[config.mk]
export PLATFORM = sky130hd
export DESIGN_NAME = unpack
export DESIGN_NICKNAME = d
export VERILOG_FILES = /design/src/rtl/unpack.sv
export SDC_FILE = /design/constraint.sdc
export NUM_CORES = 1
export LEC_CHECK = 0
export ABC_AREA = 1
export BUFFER_PORTS_ARGS = -buffer_cell sky130_fd_sc_hd__buf_4
export CAP_MARGIN = 10
export CORE_MARGIN = 10
export CORE_UTILIZATION = 60
export CTS_CLUSTER_SIZE = 14
export DETAILED_ROUTE_END_ITERATION = 8
export MAX_ROUTING_LAYER = met4
export PLACE_DENSITY = 0.77
export SYNTH_ARGS = -nofsm -noshare
export SYNTH_HDL_FRONTEND = slang
export SYNTH_SLANG_ARGS = --single-unit
export TNS_END_PERCENT = 10
[constraint.sdc]
create_clock -name i_clk -period 6.4 [get_ports i_clk]
set_input_delay 0.96 -clock i_clk [delete_from_list [all_inputs] [get_ports i_clk]]
set_output_delay 0.96 -clock i_clk [all_outputs]
set_load 0.03 [all_outputs]
[src/rtl/unpack.sv]
// unpack: serial line receiver. Hunts for a sync word, then slices the payload into
// output words, MSB-first, and delivers them through a small valid/ready FIFO.
//
// state     | meaning
// ----------+-----------------------------------------------------------
// S_HUNT    | sliding the line through the sync register, waiting for a match
// S_PAYLOAD | locked; collecting payload bits into words and pushing them out
module unpack #(
  parameter int                       SIZE_BIT_PACK   = 1976,
  parameter int                       SIZE_PREAMBLE   = 32,
  parameter logic [SIZE_PREAMBLE-1:0] PREAMBLE        = 32'h1ACF_FC1D,
  parameter int                       MAX_ERR         = 0,
  parameter int                       SIZE_OUTPUT_BIT = 8,
  parameter int                       FIFO_DEPTH      = 4
) (
  input  logic                       i_clk,
  input  logic                       i_reset,
  input  logic                       i_data,
  input  logic                       i_valid,
  output logic [SIZE_OUTPUT_BIT-1:0] o_data,
  output logic                       o_valid,
  input  logic                       i_ready,
  output logic                       o_sop,
  output logic                       o_eop,
  output logic                       o_lock,
  output logic                       o_overflow
);

  localparam int PAYLOAD_BITS = SIZE_BIT_PACK - SIZE_PREAMBLE;
  localparam int W_BIT        = $clog2(PAYLOAD_BITS);
  localparam int W_FILL       = $clog2(SIZE_PREAMBLE + 1);
  localparam int W_SUB        = $clog2(SIZE_OUTPUT_BIT);
  localparam int W_PTR        = $clog2(FIFO_DEPTH);

  localparam logic [W_FILL-1:0] FILL_FULL  = W_FILL'(SIZE_PREAMBLE);
  localparam logic [W_FILL-1:0] MAX_ERR_W  = W_FILL'(MAX_ERR);
  localparam logic [W_BIT-1:0]  LAST_BIT   = W_BIT'(PAYLOAD_BITS - 1);
  localparam logic [W_BIT-1:0]  FIRST_DONE = W_BIT'(SIZE_OUTPUT_BIT - 1);
  localparam logic [W_SUB-1:0]  SUB_LAST   = W_SUB'(SIZE_OUTPUT_BIT - 1);

  typedef enum logic {S_HUNT, S_PAYLOAD} state_t;

  state_t r_state, w_state_next;

  // The oldest sync bit is only ever needed combinationally (it leaves on the
  // next shift), so the register keeps SIZE_PREAMBLE-1 bits.
  logic [SIZE_PREAMBLE-2:0]   r_shreg;
  logic [W_FILL-1:0]          r_fill;
  logic [SIZE_OUTPUT_BIT-2:0] r_word;
  logic [W_BIT-1:0]           r_bit_cnt;

  logic [SIZE_PREAMBLE-1:0]   w_shreg_next;
  logic [SIZE_PREAMBLE-1:0]   w_diff;
  logic [W_FILL-1:0]          w_fill_next;
  logic [W_FILL-1:0]          w_err_cnt;
  logic [SIZE_OUTPUT_BIT-1:0] w_word;
  logic w_hunt_bit, w_pay_bit, w_match, w_last_bit, w_word_done, w_sop, w_eop;

  logic [SIZE_OUTPUT_BIT-1:0] r_mem_data [FIFO_DEPTH];
  logic [FIFO_DEPTH-1:0]      r_mem_sop, r_mem_eop;
  logic [W_PTR:0]             r_wr_ptr, r_rd_ptr;
  logic                       r_overflow;
  logic w_empty, w_full, w_pop, w_push, w_drop;

  assign w_hunt_bit   = i_valid && (r_state == S_HUNT);
  assign w_pay_bit    = i_valid && (r_state == S_PAYLOAD);
  assign w_shreg_next = {r_shreg, i_data};
  assign w_fill_next  = (r_fill == FILL_FULL) ? r_fill : r_fill + 1'b1;
  assign w_diff       = w_shreg_next ^ PREAMBLE;

  // Hamming distance between the candidate window and the sync word.
  always_comb begin
    w_err_cnt = '0;
    for (int i = 0; i < SIZE_PREAMBLE; i++) w_err_cnt = w_err_cnt + W_FILL'(w_diff[i]);
  end

  assign w_match     = w_hunt_bit && (w_fill_next == FILL_FULL) && (w_err_cnt <= MAX_ERR_W);
  assign w_last_bit  = w_pay_bit && (r_bit_cnt == LAST_BIT);
  assign w_word_done = w_pay_bit && (r_bit_cnt[W_SUB-1:0] == SUB_LAST);
  assign w_word      = {r_word, i_data};
  assign w_sop       = (r_bit_cnt == FIRST_DONE);
  assign w_eop       = (r_bit_cnt == LAST_BIT);

  // State register.
  always_ff @(posedge i_clk or posedge i_reset) begin
    if (i_reset) r_state <= S_HUNT;
    else         r_state <= w_state_next;
  end

  // Next-state logic.
  always_comb begin
    w_state_next = r_state;
    case (r_state)
      S_HUNT:    if (w_match)    w_state_next = S_PAYLOAD;
      S_PAYLOAD: if (w_last_bit) w_state_next = S_HUNT;
      default:   w_state_next = S_HUNT;
    endcase
  end

  // FSM outputs.
  always_comb begin
    o_lock = (r_state == S_PAYLOAD);
  end

  // Sync search register; wiped at packet end so the next hunt starts from scratch.
  always_ff @(posedge i_clk or posedge i_reset) begin
    if (i_reset) begin
      r_shreg <= '0;
      r_fill  <= '0;
    end else if (w_last_bit) begin
      r_shreg <= '0;
      r_fill  <= '0;
    end else if (w_hunt_bit) begin
      r_shreg <= w_shreg_next[SIZE_PREAMBLE-2:0];
      r_fill  <= w_fill_next;
    end
  end

  // Payload word assembly and bit position within the packet.
  always_ff @(posedge i_clk or posedge i_reset) begin
    if (i_reset) begin
      r_word    <= '0;
      r_bit_cnt <= '0;
    end else if (w_pay_bit) begin
      r_word    <= w_word[SIZE_OUTPUT_BIT-2:0];
      r_bit_cnt <= w_last_bit ? '0 : r_bit_cnt + 1'b1;
    end
  end

  assign w_empty = (r_wr_ptr == r_rd_ptr);
  assign w_full  = (r_wr_ptr[W_PTR] != r_rd_ptr[W_PTR]) &&
                   (r_wr_ptr[W_PTR-1:0] == r_rd_ptr[W_PTR-1:0]);
  assign w_pop   = !w_empty && i_ready;
  assign w_push  = w_word_done && (!w_full || w_pop);
  assign w_drop  = w_word_done && w_full && !w_pop;

  // Output FIFO storage and pointers; a pop frees a slot for a same-edge push.
  always_ff @(posedge i_clk or posedge i_reset) begin
    if (i_reset) begin
      for (int i = 0; i < FIFO_DEPTH; i++) r_mem_data[i] <= '0;
      r_mem_sop  <= '0;
      r_mem_eop  <= '0;
      r_wr_ptr   <= '0;
      r_rd_ptr   <= '0;
      r_overflow <= 1'b0;
    end else begin
      if (w_push) begin
        r_mem_data[r_wr_ptr[W_PTR-1:0]] <= w_word;
        r_mem_sop[r_wr_ptr[W_PTR-1:0]]  <= w_sop;
        r_mem_eop[r_wr_ptr[W_PTR-1:0]]  <= w_eop;
        r_wr_ptr <= r_wr_ptr + 1'b1;
      end
      if (w_pop) r_rd_ptr <= r_rd_ptr + 1'b1;
      r_overflow <= w_drop;
    end
  end

  // Head-of-FIFO presentation, forced to zero when empty.
  always_comb begin
    o_valid    = !w_empty;
    o_data     = w_empty ? '0 : r_mem_data[r_rd_ptr[W_PTR-1:0]];
    o_sop      = !w_empty && r_mem_sop[r_rd_ptr[W_PTR-1:0]];
    o_eop      = !w_empty && r_mem_eop[r_rd_ptr[W_PTR-1:0]];
    o_overflow = r_overflow;
  end

endmodule

# --- Word level (Yosys, flattened, before mapping) ---
# Index checks and enable logic that the tools add are counted.
word_totals:
  regBits: 103
  inputBits: 5
op_classes:
  addsub: 35
  n_lt_le_gt_ge: 7
  n_eq_ne: 8
  n_mux: 24
  bitwise: 4
  n_reduce_logical: 20
op_table:
  columns: ["cell", "n"]
  rows:
  - ["$add A6 B1 Y6", 26]
  - ["$mux W31", 2]
  - ["$bwmux W32", 1]
  - ["$mux W8", 4]
  - ["$not A19 Y19", 1]
  - ["$mux W6", 3]
  - ["$bmux W8 S2", 1]
  - ["$demux W8 S2", 1]
  - ["$logic_and A1 B1 Y1", 15]
  - ["$eq A6 B6 Y1 const B", 2]
  - ["$add A11 B1 Y11 const B", 1]
  - ["$eq A11 B11 Y1 const B", 1]
  - ["$eq A11 B3 Y1 const B", 1]
  - ["$mux W11", 1]
  - ["$bwmux W4", 2]
  - ["$add A3 B1 Y3 const B", 2]
  - ["$add A5 B1 Y6", 1]
  - ["$add A6 B1 Y6 const B", 1]
  - ["$ge A3 B3 Y1 const B", 2]
  - ["$le A6 B1 Y1 const B", 1]
  - ["$lt A2 B3 Y1 const B", 2]
  - ["$not A2 Y3", 2]
  - ["$add A4 B1 Y5", 1]
  - ["$mux W1", 5]
  - ["16 further kinds", 19]

# --- Longest topological paths before layout ---
logic_depth:
  word_depth: 36
  depth_mapped: 21

# --- Worst setup path after synthesis ---
# Ideal clock, no wire load.
synth_path:
  path_kind: "input to register"
  startpoint: "in i_data"
  endpoint: "reg r_state (netlist: o_lock)"
  arrival_ns: 5.140
  slack_ns: 1.195
  cell_stages: 18
  n_path_buf: 0
  cell_sequence: "fa_1 inv_1 fa_1 inv_1 fa_1 inv_1 fa_1 fa_1 inv_1 fa_1 inv_1 ha_1 fa_1 nor3_1 nand3_1 nor2_1 nand3_1 nand2_1"
synth_between:
  elab_chain_len: 36
synth_rtl:
  columns: ["item", "line", "rtl"]
  rows:
  - ["start, declared", "18", "input logic i_data,"]
  - ["$not A19 Y19 (no source line)", null, null]
  - ["$add A1 B1 Y2", "74", "for (int i = 0; i < SIZE_PREAMBLE; i++) w_err_cnt = w_err_cnt + W_FILL'(w_diff[i]);"]
  - ["$add A2 B1 Y3", "74", null]
  - ["$add A3 B1 Y4", "74", null]
  - ["$add A4 B1 Y5", "74", null]
  - ["$add A5 B1 Y6", "74", null]
  - ["$add A6 B1 Y6 (26 in a row)", "74", null]
  - ["$le A6 B1 Y1", "77", "assign w_match = w_hunt_bit && (w_fill_next == FILL_FULL) && (w_err_cnt <= MAX_ERR_W);"]
  - ["$logic_and A1 B1 Y1", "77", null]
  - ["$mux W1", "94", "S_HUNT: if (w_match) w_state_next = S_PAYLOAD;"]
  - ["$pmux W1 S2", "93", "case (r_state)"]
  - ["net w_state_next", "43", "state_t r_state, w_state_next;"]
  - ["end signal, assigned", "87", "else r_state <= w_state_next;"]
  - ["end, declared", "43", null]
# The timed path passes the listed nets, and every way through them passes these cells.
# A chain may end at the register's enable or synchronous reset.

# --- Final worst setup path ---
# Ends and elaborated chain as after synthesis.

==> impl_results.md <==
* Mapped Nets at 636
* Commonest non-fill, non-tap cell in the layout: dfrtp_1
* Fin crit share at 0.813
* Via count at slightly below 4000
* Final setup vio count at 0
* Die H at 115 um
* Synth Area in XOR/XNOR at 0.0228
* CTS clock-pin slew for the worst setup and hold paths at 0.10 ns
* DRC Markers at 0
* Vias per cell at 5.46
* Iter 0 DRT Violations at slightly below 300
* Clock skew at 0.00649 ns
* Post-synthesis mux area share at 0
* CTS resizes at 0
* Setup TNS at 0 ns
* Final Hold Vio Count at 0
* Drt wl/cell at 14.5 um
* Main combinational cell family by area after synthesis: simple AND/OR/NAND/NOR gates
* Placed Cells at 693
* Worst Path Required at 6.70 ns
* CTS max path bufs at 2
* Vias in the first global route at 3868
* Pin count of the biggest net entering global routing at 82
* Worst skew pair latency at 0.36 ns
* Synth-to-Final Area Change at 6.60%
* Grt ovf at 0
* Die Width at 115 um
* Detailed Routing Iterations Pass 1 at 4
* CTS tree: yes
* Setup Crit Path Kind: in -> reg
* Share of the synthesized area in the top cell type at 0.479
* Post-synth EDFFs at 0
* RSZ-0062 raised after global routing: no
* Arrival time at the worst endpoint at roughly 5.5 ns
* I/O Pins at 18
* Synth Area in Adders at 0.126
* Reg2reg setup slack at 1.49 ns
* Max-slew violations at 0
* Antenna violations before repair at 0
* Layout cells sized above 1 at 0.0782
* Synth top area cells: dfrtp_1, fa_1, nand2_1, inv_1, nor2_1
* Synth Register Bits at 103
* Cts hold-fix bufs at 0
* Post-synthesis sequential area ratio at 0.479
* Routability cong. at 0.928
* Slew @ Worst Pin at approximately 1 ns
* HPWL after DPL at 7070 um
* Min-Delay Path Class: reg -> reg
* Inserted Diodes at 0
* Clock Sinks at 103
* Synth Area in Compound Gates at 0.118
* Post-synthesis async set-or-reset flop share at 1.00
* Cell taking the most area after synthesis: dfrtp_1
* Port Buf Inserts at 17
* Critical Path Fanout Max at 2
* Max_slew headroom at 0.331
* H-tree depth at 3
* Setup Buffers After CTS at 0
* Yosys warns at 0
* Status: complete, no violations
* Starting Density at 0.618
* Mean post-synth cell area at 9.11 sq um
* Yosys cell types at 30
* Final std cells w/o fill at 709
* GRT Total Usage at 0.171
* Cts bufs inserted at 9
* Minimum period implied by the final worst setup slack at 5.20 ns
* Mapped cell area at between 5000 and 6000 sq um
* Synth Area in Simple Gates at 0.159
* Most frequent cells in the layout: dfrtp_1, nand2_1, inv_1, nor2_1, o21ai_1
* Core Box Area at 8720 sq um
* Die area at 13200 sq um
* Cell Rows at 34
* Routed Antenna Nets at 0
* Max-Cap Viols at 0
* Drt total wl at approximately 10000 um
* Fin nets at 641
* CP endpoint kind: flip-flop
* Root buf cell: clkbuf_8
* Ys flop type: dfrtp_1
* Critical Path Start Type: input pin
* Global-route wire length before repair at 18100 um
* Mapped Cells at 591
* Max Clk Rate at 192 MHz
## path summary, 6_finish.rpt
check,start,to,cells past startpoint
min in group asynchronous,i_reset,r_shreg[15]$_DFFE_PP0P_,2
min reg2reg,r_mem_data[15]$_DFFE_PP0P_,r_mem_data[15]$_DFFE_PP0P_,2
max in group asynchronous,i_reset,r_shreg[19]$_DFFE_PP0P_,3
min,r_mem_data[15]$_DFFE_PP0P_,r_mem_data[15]$_DFFE_PP0P_,2
max,i_data,o_lock$_DFF_PP0_,19
max reg2reg,r_shreg[9]$_DFFE_PP0P_,o_lock$_DFF_PP0_,18
## kinds of logic (layout without fill, tap and decap cells)
logic type,count (synthesis),after routing
simple gates,200,200
buf+inv,123,133
compound gates,111,111
flops,103,103
fa+ha+maj,40,40
xor+xnor,14,14
## critical path, stage by stage
cell	delay (ns)
buf_4	0.12
fa_1	0.53
inv_1	0.05
fa_1	0.48
inv_1	0.05
fa_1	0.47
inv_1	0.06
fa_1	0.48
fa_1	0.52
inv_1	0.05
fa_1	0.47
inv_1	0.04
ha_1	0.20
fa_1	0.44
nor3_1	0.25
nand3_1	0.11
nor2_1	0.09
nand3_1	0.08
nand2_1	0.06
## per-stage QoR
stage	setup slack (ns)	util	hold WS (ns)	area [sq um]
floorplan	1.20	-	0.453	5390
global placement	0.993	0.633	0.468	5520
detailed placement	0.894	0.633	0.474	5520
CTS	1.26	0.658	0.499	5740
global route	1.08	0.658	0.522	5740
finish	1.20	0.658	0.497	5740
## state kept, by name, summed over array words and instances (netlist names), 3 cells and up
| name | cells |
|---|---|
| r_mem_data | 32 |
| r_fill | 6 |
| r_rd_ptr | 3 |
| r_shreg | 31 |
| r_wr_ptr | 3 |
| r_bit_cnt | 11 |
| r_word | 7 |
| r_mem_eop | 4 |
| r_mem_sop | 4 |
## layer usage
| metal | track usage | routed length [um] | vias to the layer above |
|---|---|---|---|
| met3 | 0.0385 | 370 | 10 |
| met5 | - | 0 | - |
| li1 | - | - | 1901 |
| met1 | 0.209 | 4600 | 1896 |
| met2 | 0.283 | 5170 | 66 |
| met4 | 0.0421 | 112 | 0 |
## cells in the mapped netlist (3+ instances only)
cell type / count
o22ai_1: 31
o21ai_1: 41
ha_1: 16
inv_1: 97
nor2_1: 56
fa_1: 24
nand4_1: 6
buf_4: 4
nand3_2: 5
nor3_1: 7
o32ai_1: 10
dfrtp_1: 103
clkbuf_1: 8
xnor2_1: 6
buf_2: 8
buf_6: 3
xor2_1: 8
nand3_1: 18
o21ai_0: 26
nand2_1: 101
## area by class of cell
| class | instances | area, sq um |
|---|---|---|
| Fill cell | 682 | 2980 |
| Sequential cell | 103 | 2580 |
| Multi-Input combinational cell | 365 | 2300 |
| Inverter | 99 | 374 |
| Timing Repair Buffer | 18 | 135 |
| Tap cell | 108 | 135 |
| Clock buffer | 9 | 124 |
| Clock inverter | 7 | 96.3 |
Power is left out: the tool's default activity adds up to more than one toggle a clock period on the data nets, which glitch-free logic cannot reach.
